<file path="src/rtl/game_pkg.sv">
`default_nettype none
// +-----------------------------------------------------------------------------
// | game_pkg
// | Opcodes, challenge-word field positions and round FSM encoding.
// | Revision: 1.0
// +-----------------------------------------------------------------------------
package game_pkg;

  localparam logic [1:0] OP_BUTTON       = 2'b00;
  localparam logic [1:0] OP_BUTTON_SERVO = 2'b01;
  localparam logic [1:0] OP_SERVO        = 2'b10;
  localparam logic [1:0] OP_SENSOR       = 2'b11;

  localparam int c_word_w   = 60;
  localparam int c_op_msb   = 59;
  localparam int c_op_lsb   = 58;
  localparam int c_leds_msb = 57;
  localparam int c_leds_lsb = 54;
  localparam int c_spos_msb = 53;
  localparam int c_spos_lsb = 52;
  localparam int c_linf_msb = 51;
  localparam int c_linf_lsb = 40;
  localparam int c_lsup_msb = 39;
  localparam int c_lsup_lsb = 28;
  localparam int c_exp_msb  = 27;
  localparam int c_exp_lsb  = 0;

  typedef enum logic [1:0] {
    ST_IDLE = 2'd0,
    ST_LOAD = 2'd1,
    ST_WAIT = 2'd2,
    ST_DONE = 2'd3
  } state_t;

endpackage
`default_nettype wire

</file>
<file path="src/rtl/timeout_counter.sv">
`default_nettype none
// +-----------------------------------------------------------------------------
// | timeout_counter
// | Cycle counter with synchronous clear; tc pulses on the last counted cycle.
// | Revision: 1.0
// +-----------------------------------------------------------------------------
module timeout_counter #(
  parameter int TIMEOUT_CYCLES = 50_000_000
) (
  input  logic clock,
  input  logic clear,
  input  logic enable,
  output logic tc
);

  localparam int             c_w    = $clog2(TIMEOUT_CYCLES);
  localparam logic [c_w-1:0] c_last = c_w'(TIMEOUT_CYCLES - 1);

  logic [c_w-1:0] r_count;

  always_ff @(posedge clock) begin
    if (clear) begin
      r_count <= '0;
    end else if (enable) begin
      r_count <= r_count + c_w'(1);
    end
  end

  assign tc = enable && (r_count == c_last);

endmodule
`default_nettype wire

</file>
<file path="src/rtl/round_controller.sv">
`default_nettype none
// +-----------------------------------------------------------------------------
// | round_controller
// | Walks the challenge ROM, presents each word, judges answers, counts score.
// | Revision: 1.0
// +-----------------------------------------------------------------------------
module round_controller
  import game_pkg::*;
#(
  parameter int N_ROUNDS       = 8,
  parameter int TIMEOUT_CYCLES = 50_000_000
) (
  input  logic        clock,
  input  logic        reset,
  input  logic        start,
  output logic [2:0]  mem_address,
  input  logic [59:0] mem_data,
  input  logic [27:0] answer,
  input  logic        answer_valid,
  output logic [1:0]  opcode,
  output logic [3:0]  leds,
  output logic [1:0]  servo_pos,
  output logic [11:0] servo_lim_inf,
  output logic [11:0] servo_lim_sup,
  output logic        round_active,
  output logic [3:0]  hits,
  output logic [3:0]  misses,
  output logic        last_hit,
  output logic        done
);

  localparam logic [2:0] c_last_idx = 3'(N_ROUNDS - 1);

  state_t              r_state, w_state;
  logic [2:0]          r_index, w_index;
  logic [c_word_w-1:0] r_word, w_word;
  logic [3:0]          r_hits, w_hits;
  logic [3:0]          r_misses, w_misses;
  logic                r_last_hit, w_last_hit;
  logic                w_tc, w_timer_clr, w_in_wait, w_hit, w_scored;

  assign w_in_wait   = (r_state == ST_WAIT);
  assign w_timer_clr = !reset || !w_in_wait;

  timeout_counter #(
    .TIMEOUT_CYCLES(TIMEOUT_CYCLES)
  ) u_timer (
    .clock (clock),
    .clear (w_timer_clr),
    .enable(w_in_wait),
    .tc    (w_tc)
  );

  // Sensor rounds only need some non-zero reading; other opcodes need an exact match.
  assign w_hit = (r_word[c_op_msb:c_op_lsb] == OP_SENSOR) ? (answer != '0)
                                                          : (answer == r_word[c_exp_msb:c_exp_lsb]);
  assign w_scored = answer_valid && w_hit;

  always_ff @(posedge clock) begin
    if (!reset) begin
      r_state    <= ST_IDLE;
      r_index    <= '0;
      r_word     <= '0;
      r_hits     <= '0;
      r_misses   <= '0;
      r_last_hit <= 1'b0;
    end else begin
      r_state    <= w_state;
      r_index    <= w_index;
      r_word     <= w_word;
      r_hits     <= w_hits;
      r_misses   <= w_misses;
      r_last_hit <= w_last_hit;
    end
  end

  always_comb begin
    w_state    = r_state;
    w_index    = r_index;
    w_word     = r_word;
    w_hits     = r_hits;
    w_misses   = r_misses;
    w_last_hit = r_last_hit;
    case (r_state)
      ST_IDLE, ST_DONE: begin
        if (start) begin
          w_state    = ST_LOAD;
          w_index    = '0;
          w_hits     = '0;
          w_misses   = '0;
          w_last_hit = 1'b0;
        end
      end
      ST_LOAD: begin
        w_word  = mem_data;
        w_state = ST_WAIT;
      end
      ST_WAIT: begin
        // A valid answer on the timeout cycle takes precedence over the timeout.
        if (answer_valid || w_tc) begin
          w_last_hit = w_scored;
          if (w_scored) begin
            w_hits = r_hits + 4'd1;
          end else begin
            w_misses = r_misses + 4'd1;
          end
          if (r_index == c_last_idx) begin
            w_state = ST_DONE;
          end else begin
            w_index = r_index + 3'd1;
            w_state = ST_LOAD;
          end
        end
      end
      default: w_state = ST_IDLE;
    endcase
  end

  assign mem_address   = r_index;
  assign opcode        = r_word[c_op_msb:c_op_lsb];
  assign leds          = w_in_wait ? r_word[c_leds_msb:c_leds_lsb] : 4'd0;
  assign servo_pos     = r_word[c_spos_msb:c_spos_lsb];
  assign servo_lim_inf = r_word[c_linf_msb:c_linf_lsb];
  assign servo_lim_sup = r_word[c_lsup_msb:c_lsup_lsb];
  assign round_active  = w_in_wait;
  assign hits          = r_hits;
  assign misses        = r_misses;
  assign last_hit      = r_last_hit;
  assign done          = (r_state == ST_DONE);

endmodule
`default_nettype wire

</file>
<file path="config.mk">
export PLATFORM = sky130hd
export DESIGN_NAME = round_controller
export DESIGN_NICKNAME = d
export VERILOG_FILES = /design/src/rtl/game_pkg.sv /design/src/rtl/timeout_counter.sv /design/src/rtl/round_controller.sv
export SDC_FILE = /design/constraint.sdc
export NUM_CORES = 1
export LEC_CHECK = 0
export BUFFER_PORTS_ARGS = -buffer_cell sky130_fd_sc_hd__buf_2
export CAP_MARGIN = 20
export CORE_MARGIN = 5
export CORE_UTILIZATION = 57
export CTS_CLUSTER_DIAMETER = 60
export DETAILED_ROUTE_END_ITERATION = 10
export GPL_TIMING_DRIVEN = 0
export HOLD_SLACK_MARGIN = 0.06
export PLACE_DENSITY = 0.86
export SETUP_SLACK_MARGIN = 0.05
export SLEW_MARGIN = 5
export SYNTH_ARGS = -nofsm -noshare
export SYNTH_HDL_FRONTEND = slang
export SYNTH_HIERARCHICAL = 1
export SYNTH_SLANG_ARGS = --single-unit
</file>
<file path="constraint.sdc">
create_clock -name clock -period 6.05 [get_ports clock]
set_clock_uncertainty 0.2 [all_clocks]
set_input_delay 0 -clock clock [delete_from_list [all_inputs] [get_ports clock]]
set_output_delay 0 -clock clock [all_outputs]
set_load 0.01 [all_outputs]
</file>
# Word-level counts from Yosys, hierarchy flattened

Index checks and enable logic that the tools add are counted.

Bits of input ports: 92
Register bits after elaboration: 100
Logic and storage cells: 58

Eq/ne operators: 12
Multiplexer cells: 20
Reductions and logical operators: 15
Add/subtract/negate cells: 4

Operators by type and width:

| cell                                                 | count |
|---|---|
| equality test 28 bit                                 | 1 |
| nonzero test 28 bit                                  | 1 |
| adder 26 x 1 -> 26 bit (second input constant)       | 1 |
| equality test 26 bit (second input constant)         | 1 |
| 2-to-1 mux 4 bit                                     | 6 |
| case mux 4 bit (2 select lines)                      | 2 |
| AND reduction 4 bit                                  | 3 |
| inequality test 2 bit (second input constant)        | 5 |
| 2-to-1 mux 3 bit                                     | 3 |
| adder 4 x 1 -> 4 bit (second input constant)         | 2 |
| equality test 2 bit (second input constant)          | 3 |
| 2-to-1 mux 2 bit                                     | 3 |
| case mux 2 bit (3 select lines)                      | 1 |
| case mux 3 bit (2 select lines)                      | 1 |
| adder 3 x 1 -> 3 bit (second input constant)         | 1 |
| equality test 3 bit (second input constant)          | 1 |
| 2-to-1 mux 1 bit                                     | 3 |
| AND reduction 3 bit                                  | 1 |
| equality test 2 x 1 -> 1 bit (second input constant) | 1 |
| logical AND 1 bit                                    | 2 |
| zero test 1 bit                                      | 2 |
| zero test 2 bit                                      | 1 |
| logical OR 1 bit                                     | 2 |
| case mux 1 bit (2 select lines)                      | 1 |
| other kinds (3)                                      | 3 |

# Logic depth before layout (Yosys ltp)

Gate-level depths: netlist (run 1).

Word-level depth: 6
Mapped depth: 12

# Hierarchy

The synthesis (run 1) kept the hierarchy.

Modules (own cells, without submodules):

| module           | cells an instance | area an instance (um2) | instances | seq. area each (um2) |
|---|---|---|---|---|
| round_controller | 358               | 3,663.5                | 1         | 1,481.4 |
| timeout_counter  | 156               | 1,321.3                | 1         | 520.5 |

# Least setup slack after synthesis (run 1)

No wires, ideal clock.

Path kind: register -> register
Start: reg r_state[0]
End: reg r_hits[3] (netlist: hits[3])
Stages on the path, launching flop included: 13
Library setup time: 0.135 ns
Data required time: 5.715 ns
Path slack: 3.193 ns
Data arrival time: 2.522 ns
Cells stage by stage: dfxtp_1 -> inv_1 -> ha_1 -> buf_4 -> nand3_4 -> or2_1 -> nor3_1 -> nor3b_1 -> nor2_2 -> o21ai_1 -> or3_1 -> o211ai_1 -> o41ai_4

Cells in the longest elaborated chain, start to end: 5

Ends and longest elaborated chain:

| element                                | line                    | source |
|---|---|---|
| start: declaration                     | round_controller.sv:34  | `state_t r_state, w_state;` |
| start signal: assignment               | round_controller.sv:68  | `r_state <= w_state;` |
| equality test 2 bit                    | round_controller.sv:42  | `assign w_in_wait = (r_state == ST_WAIT);` |
| named net round_active                 | round_controller.sv:25  | `output logic round_active,` |
| logical AND 1 bit                      | timeout_counter.sv:29   | `assign tc = enable && (r_count == c_last);` |
| named net w_tc                         | round_controller.sv:40  | `logic w_tc, w_timer_clr, w_in_wait, w_hit, w_scored;` |
| logical OR 1 bit                       | round_controller.sv:100 | `if (answer_valid \|\| w_tc) begin` |
| inequality test 2 bit (no source line) | -                       |  |
| AND reduction 4 bit (no source line)   | -                       |  |
| end signal: assignment                 | round_controller.sv:71  | `r_hits <= w_hits;` |
| end: declaration                       | round_controller.sv:37  | `logic [3:0] r_hits, w_hits;` |

The timed path passes the listed nets, and every way through them passes these cells.
A chain may end at the register's enable or synchronous reset.

# Worst setup path after layout (run 1)

Start: reg r_state[0]
End: reg r_hits[2] (netlist: hits[2])

Cells in the longest elaborated chain, start to end: 5

Ends and longest elaborated chain:

| element                                | line |
|---|---|
| equality test 2 bit                    | round_controller.sv:42 |
| logical AND 1 bit                      | timeout_counter.sv:29 |
| named net w_tc                         | round_controller.sv:40 |
| logical OR 1 bit                       | round_controller.sv:100 |
| inequality test 2 bit (no source line) | - |
| AND reduction 4 bit (no source line)   | - |

The timed path passes the listed nets, and every way through them passes these cells.

==> results of run 1 <==
registers in the layout, indices dropped and copies added (netlist names):
| register | cells |
|---|---|
| u_timer/r_count | 26 |
| misses | 4 |
| mem_address | 3 |
| hits | 4 |
| last_hit | 1 |
| r_word | 60 |
| r_state | 2 |
worst register-to-register path, stage by stage, from the launching register on:
cell and delay (ns):
dfxtp_1 0.34, inv_1 0.09, ha_1 0.31, buf_4 0.23, nand3_4 0.11, or2_1 0.29
nor3_1 0.23, nor3b_1 0.14, o31ai_1 0.54, nand2_1 0.26, o311ai_0 0.17, dlygate4sd3_1 0.62
o41ai_2 0.07, dlygate4sd3_1 0.56
logic make-up (layout without fill, tap and decap cells):
logic type / count (synthesis) / count (layout) / share of synthesized area [%]
buffers and inverters: 57 / 300 / 6.68
flip-flops: 100 / 100 / 40.2
AO/OA/AOI/OAI: 45 / 45 / 7.53
adder cells (fa/ha/maj): 8 / 8 / 2.01
multiplexers: 65 / 65 / 13.1
AND/OR/NAND/NOR: 198 / 198 / 23.3
XOR/XNOR: 41 / 41 / 7.20
worst min path at each step:
| stage | start | to | slack [ns] |
|---|---|---|---|
| finish | answer[7] | misses[3] | 0.12 |
| global route | answer[7] | misses[2] | 0.18 |
| CTS | answer[7] | misses[3] | 0.12 |
| detailed placement | mem_data[43] | r_word[43] | 0.07 |
| global placement | mem_data[51] | r_word[51] | 0.06 |
| floorplan | mem_data[54] | r_word[54] | -0.03 |
stage by stage:
| stage | worst slack, ns | instance area, um2 |
|---|---|---|
| after floorplan | 3.19 | 4980 |
| after global placement | 2.85 | 5810 |
| after detailed placement | 2.82 | 5810 |
| after CTS | 1.92 | 6890 |
| after global routing | 1.66 | 6890 |
| final | 1.80 | 6890 |
power groups by stage:
stage          Sequential, W  Combinational, W  Clock [W]
2_1_floorplan       0.000741          0.000231          0
3_3_place_gp        0.000745          0.000318          0
3_5_place_dp        0.000748          0.000327          0
4_1_cts             0.000734          0.000383   0.000409
5_1_grt             0.000742          0.000434   0.000435
6_report            0.000738          0.000407   0.000410
layout by cell type, fill, tap and decap left out, types with 7 or more instances in the layout:
| cell | instances |
|---|---|
| buf_4 | 29 |
| dlygate4sd3_1 | 90 |
| nor2_1 | 23 |
| nand3_1 | 12 |
| ha_1 | 8 |
| nor2b_1 | 66 |
| clkbuf_8 | 10 |
| mux2i_1 | 63 |
| a21oi_1 | 9 |
| and2_1 | 11 |
| buf_2 | 139 |
| and4_1 | 7 |
| nand2_1 | 19 |
| inv_1 | 7 |
| nor3_1 | 7 |
| nand4_1 | 19 |
| nor4_1 | 9 |
| xnor2_1 | 35 |
| clkbuf_1 | 16 |
| dfxtp_1 | 100 |
layer usage:
layer  track usage [%]  wire (um)  vias to the layer above
met2              53.1       8060                      202
met5                 0          0                        -
met1              32.0       5940                     2232
met4              13.7        707                        0
li1                  -          -                     2251
met3              5.35        965                       53
final cells by class:
class	instances	area [um2]	share of cell area [%]
plain buffers	50	307	4.45
clock buffers	11	141	2.05
clock inverters	5	42.5	0.617
inverters	7	26.3	0.381
multi-input cells	357	2650	38.5
flip-flops and latches	100	2000	29.1
well taps	108	135	1.96
repair buffers	227	1590	23.0
==> results.ini, run 1 <==
[die]
start_util_pct=57.7
fp.coreArea_um2=8640
die-area_um2=10700
die_h_um=104
die_x_um=104
io_pins=138
fp-row-count=34

[synthesis]
synth_area_leaders=dfxtp_1 (40%), mux2i_1 (13%), nor2b_1 (8.3%)
synth_common_cells=dfxtp_1 (100), nor2b_1 (66), mux2i_1 (63), xnor2_1 (35), buf_4 (29)
synth_area_um2=4980
synth.avg_cell_area_um2=9.70
async_flop_share_pct=0
synth_cells=514
ys_types=54
synthFlopType=dfxtp_1
ys_seq_elements=100
ys_seq_area_share_pct=40.2
synth_warnings=6
synth_edf_count=0
yosysMostFrequentCell=dfxtp_1
syn_nets=614
synth_top_cell_by_area=dfxtp_1
yosysTopAreaCellShare_pct=40.2

[global_route]
grt_pass1_wl_um=25900
antenna_found_initial=0
grt_use_total_pct=29.0
grt_overflow=0
grt_pass1_vias=5131
grt_max_degree=18

[critical_path]
crit_required_ns=6.11
crit_family=buffers and inverters
worstSetupPathDepth=13
crit_slowest_cell=dlygate4sd3_1
max_stage_delay_ns=0.62
crit_path_end_kind=register
cp.arrival_ns=4.31
path_buf_inv=4
crit_path_start_kind=register
crit_start=r_state[0]
r2r-start=r_state[0]
cp-endpoint=hits[2]
path_cells=inv_1 > ha_1 > buf_4 > nand3_4 > or2_1 > nor3_1 > nor3b_1 > o31ai_1 > nand2_1 > o311ai_0 > dlygate4sd3_1 > o41ai_2 > dlygate4sd3_1
cpMostUsedCell=dlygate4sd3_1
reg2regPathDepth=13
r2r_end=hits[2]
cp_max_fo=8
worstSetupPathType=reg -> reg
ff2ff_setup_slack_ns=1.80

[cts]
ctsResizeCount=0
cts_made_buffers=9
cts_root_buffer=clkbuf_8
htreeDepth=3
cts_tree=yes
postCtsSetupBuffers=0
cts_sinks=100
cts_buffer_depth=2
hold_buffers=90
clk_pin_slew_ns=0.11
clk-insertion-delay-late_ns=0.36

[sta]
fin_setup_tns_ns=0
rsz0062_at_grt=no
period_needed_ns=4.25
tightest_slew_ns=0.837
hold_slack_ns=0.125
setup_viol=0
fmax_ghz=0.235
final_max_slew_viol_count=0
maxSlewHeadroom_pct=44.2
hold_viol=0
finalCritPeriodShare_pct=70.3

[run]
max_cap_viol_count=0

[pwr]
seqPwrFrac_pct=47.5
switching_share_pct=30.1
power_density_nw_per_um2=226
p_int_w=0.00109
ir_drop_v=0.000194
total_power_w=0.00156
p_leak_nw=2.91
clkPwrFrac_pct=26.4
power.switching_w=0.000468
p_comb_share_pct=26.2

[placement]
port_buffers=137
hpwl_um=9260
routabilityCongestion=0.888
dp_cells=759

[layout]
fill_cells=529
fin_util_pct=79.8
layout.nets=852
antenna_cells=0
drive_gt1_share_pct=25.9
final_cells=865
areaGrowthSynthToFinish_pct=38.2

[detailed_routing]
route.antenna.remaining_nets=0
viasPerCell=5.48
wl_per_cell_um=18.1
drtIter0Drc=210
num_vias=4738
dr.pass1.iters=5
drt-total-wl_um=15700
drc=0

[min_path]
hp-class=in -> reg
hold_path_depth=5

[outcome]
status=finished clean

No activity file was read; power rests on OpenSTA's default activity.
==> inputs of run 2 (changes only) <==
--- a/config.mk
+++ b/config.mk
@@ -8,12 +8,12 @@
 export BUFFER_PORTS_ARGS = -buffer_cell sky130_fd_sc_hd__buf_2
 export CAP_MARGIN = 20
 export CORE_MARGIN = 5
-export CORE_UTILIZATION = 57
+export CORE_UTILIZATION = 47
 export CTS_CLUSTER_DIAMETER = 60
 export DETAILED_ROUTE_END_ITERATION = 10
 export GPL_TIMING_DRIVEN = 0
 export HOLD_SLACK_MARGIN = 0.06
-export PLACE_DENSITY = 0.86
+export PLACE_DENSITY = 0.76
 export SETUP_SLACK_MARGIN = 0.05
 export SLEW_MARGIN = 5
 export SYNTH_ARGS = -nofsm -noshare
==> constraint.sdc (replaced) <==
create_clock -name clock -period 3.6 [get_ports clock]
set_clock_uncertainty 0.2 [all_clocks]
set_input_delay 0 -clock clock [delete_from_list [all_inputs] [get_ports clock]]
set_output_delay 0 -clock clock [all_outputs]
set_load 0.01 [all_outputs]
==> run 2 against run 1 <==
Effect of this change: flip-flop and latch count is the same; worst setup slack worse by 1.5 ns; clock power is 56% higher; largest cell class unchanged; utilization down 13 points.
==> results.ini, run 2 (same netlist as run 1, synthesis figures left out) <==
[outcome]
status=finished clean

[pwr]
power_density_nw_per_um2=367
total_power_w=0.00253
p_leak_nw=2.88
ir_drop_v=0.000232

[detailed_routing]
route.antenna.remaining_nets=0
viasPerCell=5.16
drt-total-wl_um=14300
drtIter0Drc=285
wl_per_cell_um=16.0
drc=0
dr.pass1.iters=4
num_vias=4591

[cts]
cts_root_buffer=clkbuf_8
clk-insertion-delay-late_ns=0.36
cts_sinks=100
cts_made_buffers=9
htreeDepth=3
clk_pin_slew_ns=0.09
cts_tree=yes
ctsResizeCount=0
cts_buffer_depth=2

[placement]
hpwl_um=10000
port_buffers=137
dp_cells=787
routabilityCongestion=0.938

[global_route]
gr-max-usage-layer=met2
met1_usage_pct=23.5
antenna_found_initial=0
gr-usage-met3_pct=5.13
grt_pass1_wl_um=23000
grt_overflow=0
met2_usage_pct=42.3
grt_max_degree=17
grt_pass1_vias=4860
grt_use_total_pct=22.0

[critical_path]
cp.arrival_ns=3.37
crit_path_start_kind=register
path_buf_inv=2
crit_family=simple AND/OR/NAND/NOR gates
max_stage_delay_ns=0.41
r2r-start=r_state[0]
worstSetupPathType=reg -> reg
crit_path_end_kind=register
cp_max_fo=8
crit_required_ns=3.64
ff2ff_setup_slack_ns=0.27
crit_slowest_cell=or3_1
reg2regPathDepth=12
path_cells=inv_1 > ha_1 > buf_4 > nand3_4 > or2_1 > nor3_1 > nor3b_1 > nor2_2 > o21ai_1 > or3_1 > o211ai_1 > o41ai_4
r2r_end=hits[3]

[min_path]
hold_path_depth=5
min_to=misses[2]
hp-class=in -> reg
min_from=answer[12]

[layout]
largest_register_ffs=60
areaGrowthSynthToFinish_pct=38.0
layout_commonest_cell=buf_2
final_cell_mix=buf_2 (139), dfxtp_1 (100), dlygate4sd3_1 (87)
regMostFlops=r_word
reg.largest.list=r_word x60, u_timer/r_count x26
layout.nets=849
final_cells=890
antenna_cells=0
drive_gt1_share_pct=25.9

[sta]
final_max_slew_viol_count=0
rsz0062_at_grt=no
period_needed_ns=3.33
maxSlewHeadroom_pct=50.1
finalCritPeriodShare_pct=92.6
tightest_slew_ns=0.749
fmax_ghz=0.300
fin_setup_tns_ns=0
setup_viol=0
hold_viol=0

[run]
max_cap_viol_count=0

[die]
die_h_um=113
io_pins=138
start_util_pct=48.3
die_x_um=113
fp-row-count=37
die-area_um2=12800
fp.coreArea_um2=10300

-- run 2: cell count changes in the layout (fill, tap and decap cells not counted) --
cell,delta
clkinvlp_4,+2
clkinv_4,-1
dlygate4sd3_1,-3
clkinv_2,+1
clkbuf_8,-1
clkbuf_1,+1
inv_6,-2
-- run 2: metrics by stage --
step,hold WS (ns),utilization [%],worst slack (ns),area (um2)
final,0.126,66.6,0.266,6880
after global routing,0.154,66.6,0.0552,6880
after CTS,0.104,66.6,0.304,6880
after detailed placement,0.0656,56.6,0.331,5840
after global placement,0.0590,56.6,0.411,5840
after floorplan,-0.0309,-,0.743,4980
-- run 2: tightest hold or removal path: stages --
cell	delay, ns
buf_2	0.09
or4_1	0.17
o41ai_4	0.12
o211ai_1	0.17
o2bb2ai_1	0.08
-- run 2: layout make-up --
type / count / area (um2)
fillers: 779 / 3440
multi-input cells: 357 / 2650
flip-flops and latches: 100 / 2000
repair buffers: 224 / 1560
plain buffers: 50 / 307
well taps: 136 / 170
clock buffers: 11 / 131
clock inverters: 5 / 36.3
inverters: 7 / 26.3
-- run 2: metal layers --
layer | vias to the layer above | wire length, um
met4 | 0 | 316
met3 | 27 | 847
met1 | 2177 | 5550
li1 | 2253 | -
met2 | 134 | 7540
met5 | - | 0
-- run 2: what timing repair did --
action                                  in CTS  in global routing
hold buffers                                87                  0
endpoints found under the setup margin       0                  0
endpoints found under the hold margin       70                  0
buffers inserted                             0                  0
-- run 2: how the worst max path moves through the flow --
| stage | startpoint | end | slack, ns | cells after the start |
|---|---|---|---|---|
| global route | r_state[0] | hits[3] | 0.06 | 12 |
| floorplan | r_state[0] | hits[3] | 0.74 | 12 |
| global placement | r_state[0] | hits[3] | 0.41 | 12 |
| CTS | r_state[0] | hits[3] | 0.30 | 12 |
| finish | r_state[0] | hits[3] | 0.27 | 12 |
| detailed placement | r_state[0] | hits[3] | 0.33 | 12 |
-- run 2: power breakdown --
part | internal [W] | leakage, nW | switching [W]
sequential | 0.00118 | 0.814 | 0.0000499
combinational | 0.000362 | 1.99 | 0.000294
clock | 0.000253 | 0.0760 | 0.000385
total | 0.00180 | 2.88 | 0.000729
==> inputs of run 3 (changes only) <==
--- a/config.mk
+++ b/config.mk
@@ -18,5 +18,4 @@
 export SLEW_MARGIN = 5
 export SYNTH_ARGS = -nofsm -noshare
 export SYNTH_HDL_FRONTEND = slang
-export SYNTH_HIERARCHICAL = 1
 export SYNTH_SLANG_ARGS = --single-unit
==> run 3 against run 2 <==
Effect of this change: global-route usage grew 0.39 points; cell count shrank 4.8%; combinational power is 1% lower; critical path depth is 4 lower; largest cell class unchanged.
==> results.ini, run 3 <==
[outcome]
status=finished clean

[detailed_routing]
route.antenna.remaining_nets=0
drt-total-wl_um=13300
viasPerCell=5.16
dr.pass1.iters=5
num_vias=4372
drc=0
wl_per_cell_um=15.7
drtIter0Drc=261

[die]
fp-row-count=36
start_util_pct=48.2
die-area_um2=12200
die_x_um=110
fp.coreArea_um2=9820
die_h_um=110
io_pins=138

[placement]
hpwl_um=9180
port_buffers=136
routabilityCongestion=0.869
pre_cts_slack_ns=1.09

[pwr]
power.switching_w=0.000733
clkPwrFrac_pct=30.2
ir_drop_v=0.000227
seqPwrFrac_pct=45.8
p_comb_share_pct=23.9
switching_share_pct=27.1
p_leak_nw=2.88
power_density_nw_per_um2=421
p_int_w=0.00198

[synthesis]
syn_nets=601
synth.avg_cell_area_um2=9.49
synthMuxAreaShare_pct=12.7
synth_top_cell_by_area=dfxtp_1
synth_cells=499
synth_top_family_by_area=simple AND/OR/NAND/NOR gates
ys_types=58
yosys.area_share.adder_pct=2.64
async_flop_share_pct=0
synth_area_um2=4730
yosysMostFrequentCell=dfxtp_1
ys_seq_area_share_pct=42.3
synth_area_leaders=dfxtp_1 (42%), mux2i_1 (13%), xor2_1 (8.1%)
synth_warnings=0
synth_edf_count=0
synthFlopType=dfxtp_1
synth_common_cells=dfxtp_1 (100), nor2_1 (94), mux2i_1 (60), xor2_1 (44), buf_4 (28)
yosysTopAreaCellShare_pct=42.3
ys_seq_elements=100
synth-xor-area-share_pct=9.25
yosys.area_share.simple_pct=20.1
synth_compound_area_share_pct=6.26

[cts]
clk-insertion-delay-late_ns=0.35
postCtsSetupBuffers=0
cts_buffer_depth=2
cts_tree=yes
cts_sinks=100
htreeDepth=3
clk_pin_slew_ns=0.08
cts_made_buffers=9
cts_root_buffer=clkbuf_8

[layout]
layout_commonest_cell=buf_2
antenna_cells=0
layout.nets=811
fin_util_pct=65.6
drive_gt1_share_pct=27.5
largest_register_ffs=60
reg.largest.list=r_word x60, u_timer.r_count x26
fill_cells=780
regMostFlops=r_word
final_cell_mix=buf_2 (137), dfxtp_1 (100), nor2_1 (94)
areaGrowthSynthToFinish_pct=36.1

[sta]
hold_viol=0
maxSlewHeadroom_pct=50.7
setup_viol=0
final.setup.worst_slack_ns=1.01
final_max_slew_viol_count=0
period_needed_ns=2.59
fmax_ghz=0.387
rsz0062_at_grt=no
finalCritPeriodShare_pct=71.8
fin_setup_tns_ns=0
tightest_slew_ns=0.739

[run]
max_cap_viol_count=0

[critical_path]
worstSetupPathType=reg -> reg
max_stage_delay_ns=0.47
path_buf_inv=1
path_cells=inv_1 > ha_1 > or2b_2 > o21ai_0 > or4_4 > o2bb2ai_2 > and2_4 > o32ai_2
crit_family=simple AND/OR/NAND/NOR gates
crit_path_start_kind=register
crit_required_ns=3.66
crit_slowest_cell=or4_4
cp_max_fo=5
cp.arrival_ns=2.64
crit_path_end_kind=register

[global_route]
grt_pass1_vias=4521
grt_use_total_pct=22.4
grt_overflow=0
grt_pass1_wl_um=21300
antenna_found_initial=0
grt_max_degree=16

[min_path]
hp-class=in -> reg

-- run 3: final timing paths --
kind,start,to,slack (ns),depth (start not counted)
max,r_state[0],misses[2],1.01,8
min,answer[11],misses[1],0.15,5
max reg2reg,r_state[0],misses[2],1.01,8
min reg2reg,u_timer.r_count[0],u_timer.r_count[0],0.24,1
-- run 3: cell type report --
type	instances	area, um2	share of cell area [%]
Timing Repair Buffer	199	1310	20.4
Sequential cell	100	2000	31.1
Clock inverter	5	100	1.55
Buffer	48	297	4.60
Clock buffer	11	131	2.04
Multi-Input combinational cell	345	2410	37.4
Tap cell	133	166	2.58
Inverter	6	22.5	0.350
-- run 3: stage by stage --
| stage | hold slack [ns] | instance area [um2] | total power, W | cells |
|---|---|---|---|---|
| finish | 0.154 | 6440 | 0.00271 | 847 |
| global route | 0.150 | 6440 | 0.00284 | 847 |
| CTS | 0.106 | 6440 | 0.00272 | 847 |
| detailed placement | 0.0484 | 5580 | 0.00184 | 768 |
| global placement | 0.0359 | 5580 | 0.00182 | 768 |
| floorplan | -0.0532 | 4730 | 0.00166 | 499 |
-- run 3: what timing repair did --
action                                  4_1_cts  5_1_grt
hold buffers                                 63        0
gates resized for setup                       0        0
endpoints found under the hold margin        70        0
endpoints found under the setup margin        0        0
-- run 3: layer usage --
layer  share of wire [%]  GRT usage (%)
met1                  40           25.0
met2                  50           41.2
met3                 7.5           4.19
met4                 2.6           9.94
met5                   0              0
-- run 3: kinds of logic (layout without fill, tap and decap cells) --
logic type,after synthesis,count (layout)
and+or+nand+nor,188,188
adders and majority gates,10,10
muxes,60,60
DFF,100,100
buffers and inverters,54,269
AOI/OAI and AO/OA,37,37
xor gates and xnor gates,50,50
-- run 3: worst min-delay path, delay by kind of cell --
family	cells	cell delay, ns
compound gates	3	0.39
buf+inv	1	0.09
simple gates	1	0.17
-- run 3: power by group through the flow --
stage	combinational [W]	clock, W	sequential, W
2_1_floorplan	0.000411	0	0.00125
3_3_place_gp	0.000564	0	0.00126
3_5_place_dp	0.000580	0	0.00126
4_1_cts	0.000635	0.000848	0.00124
5_1_grt	0.000704	0.000889	0.00125
6_report	0.000648	0.000819	0.00124
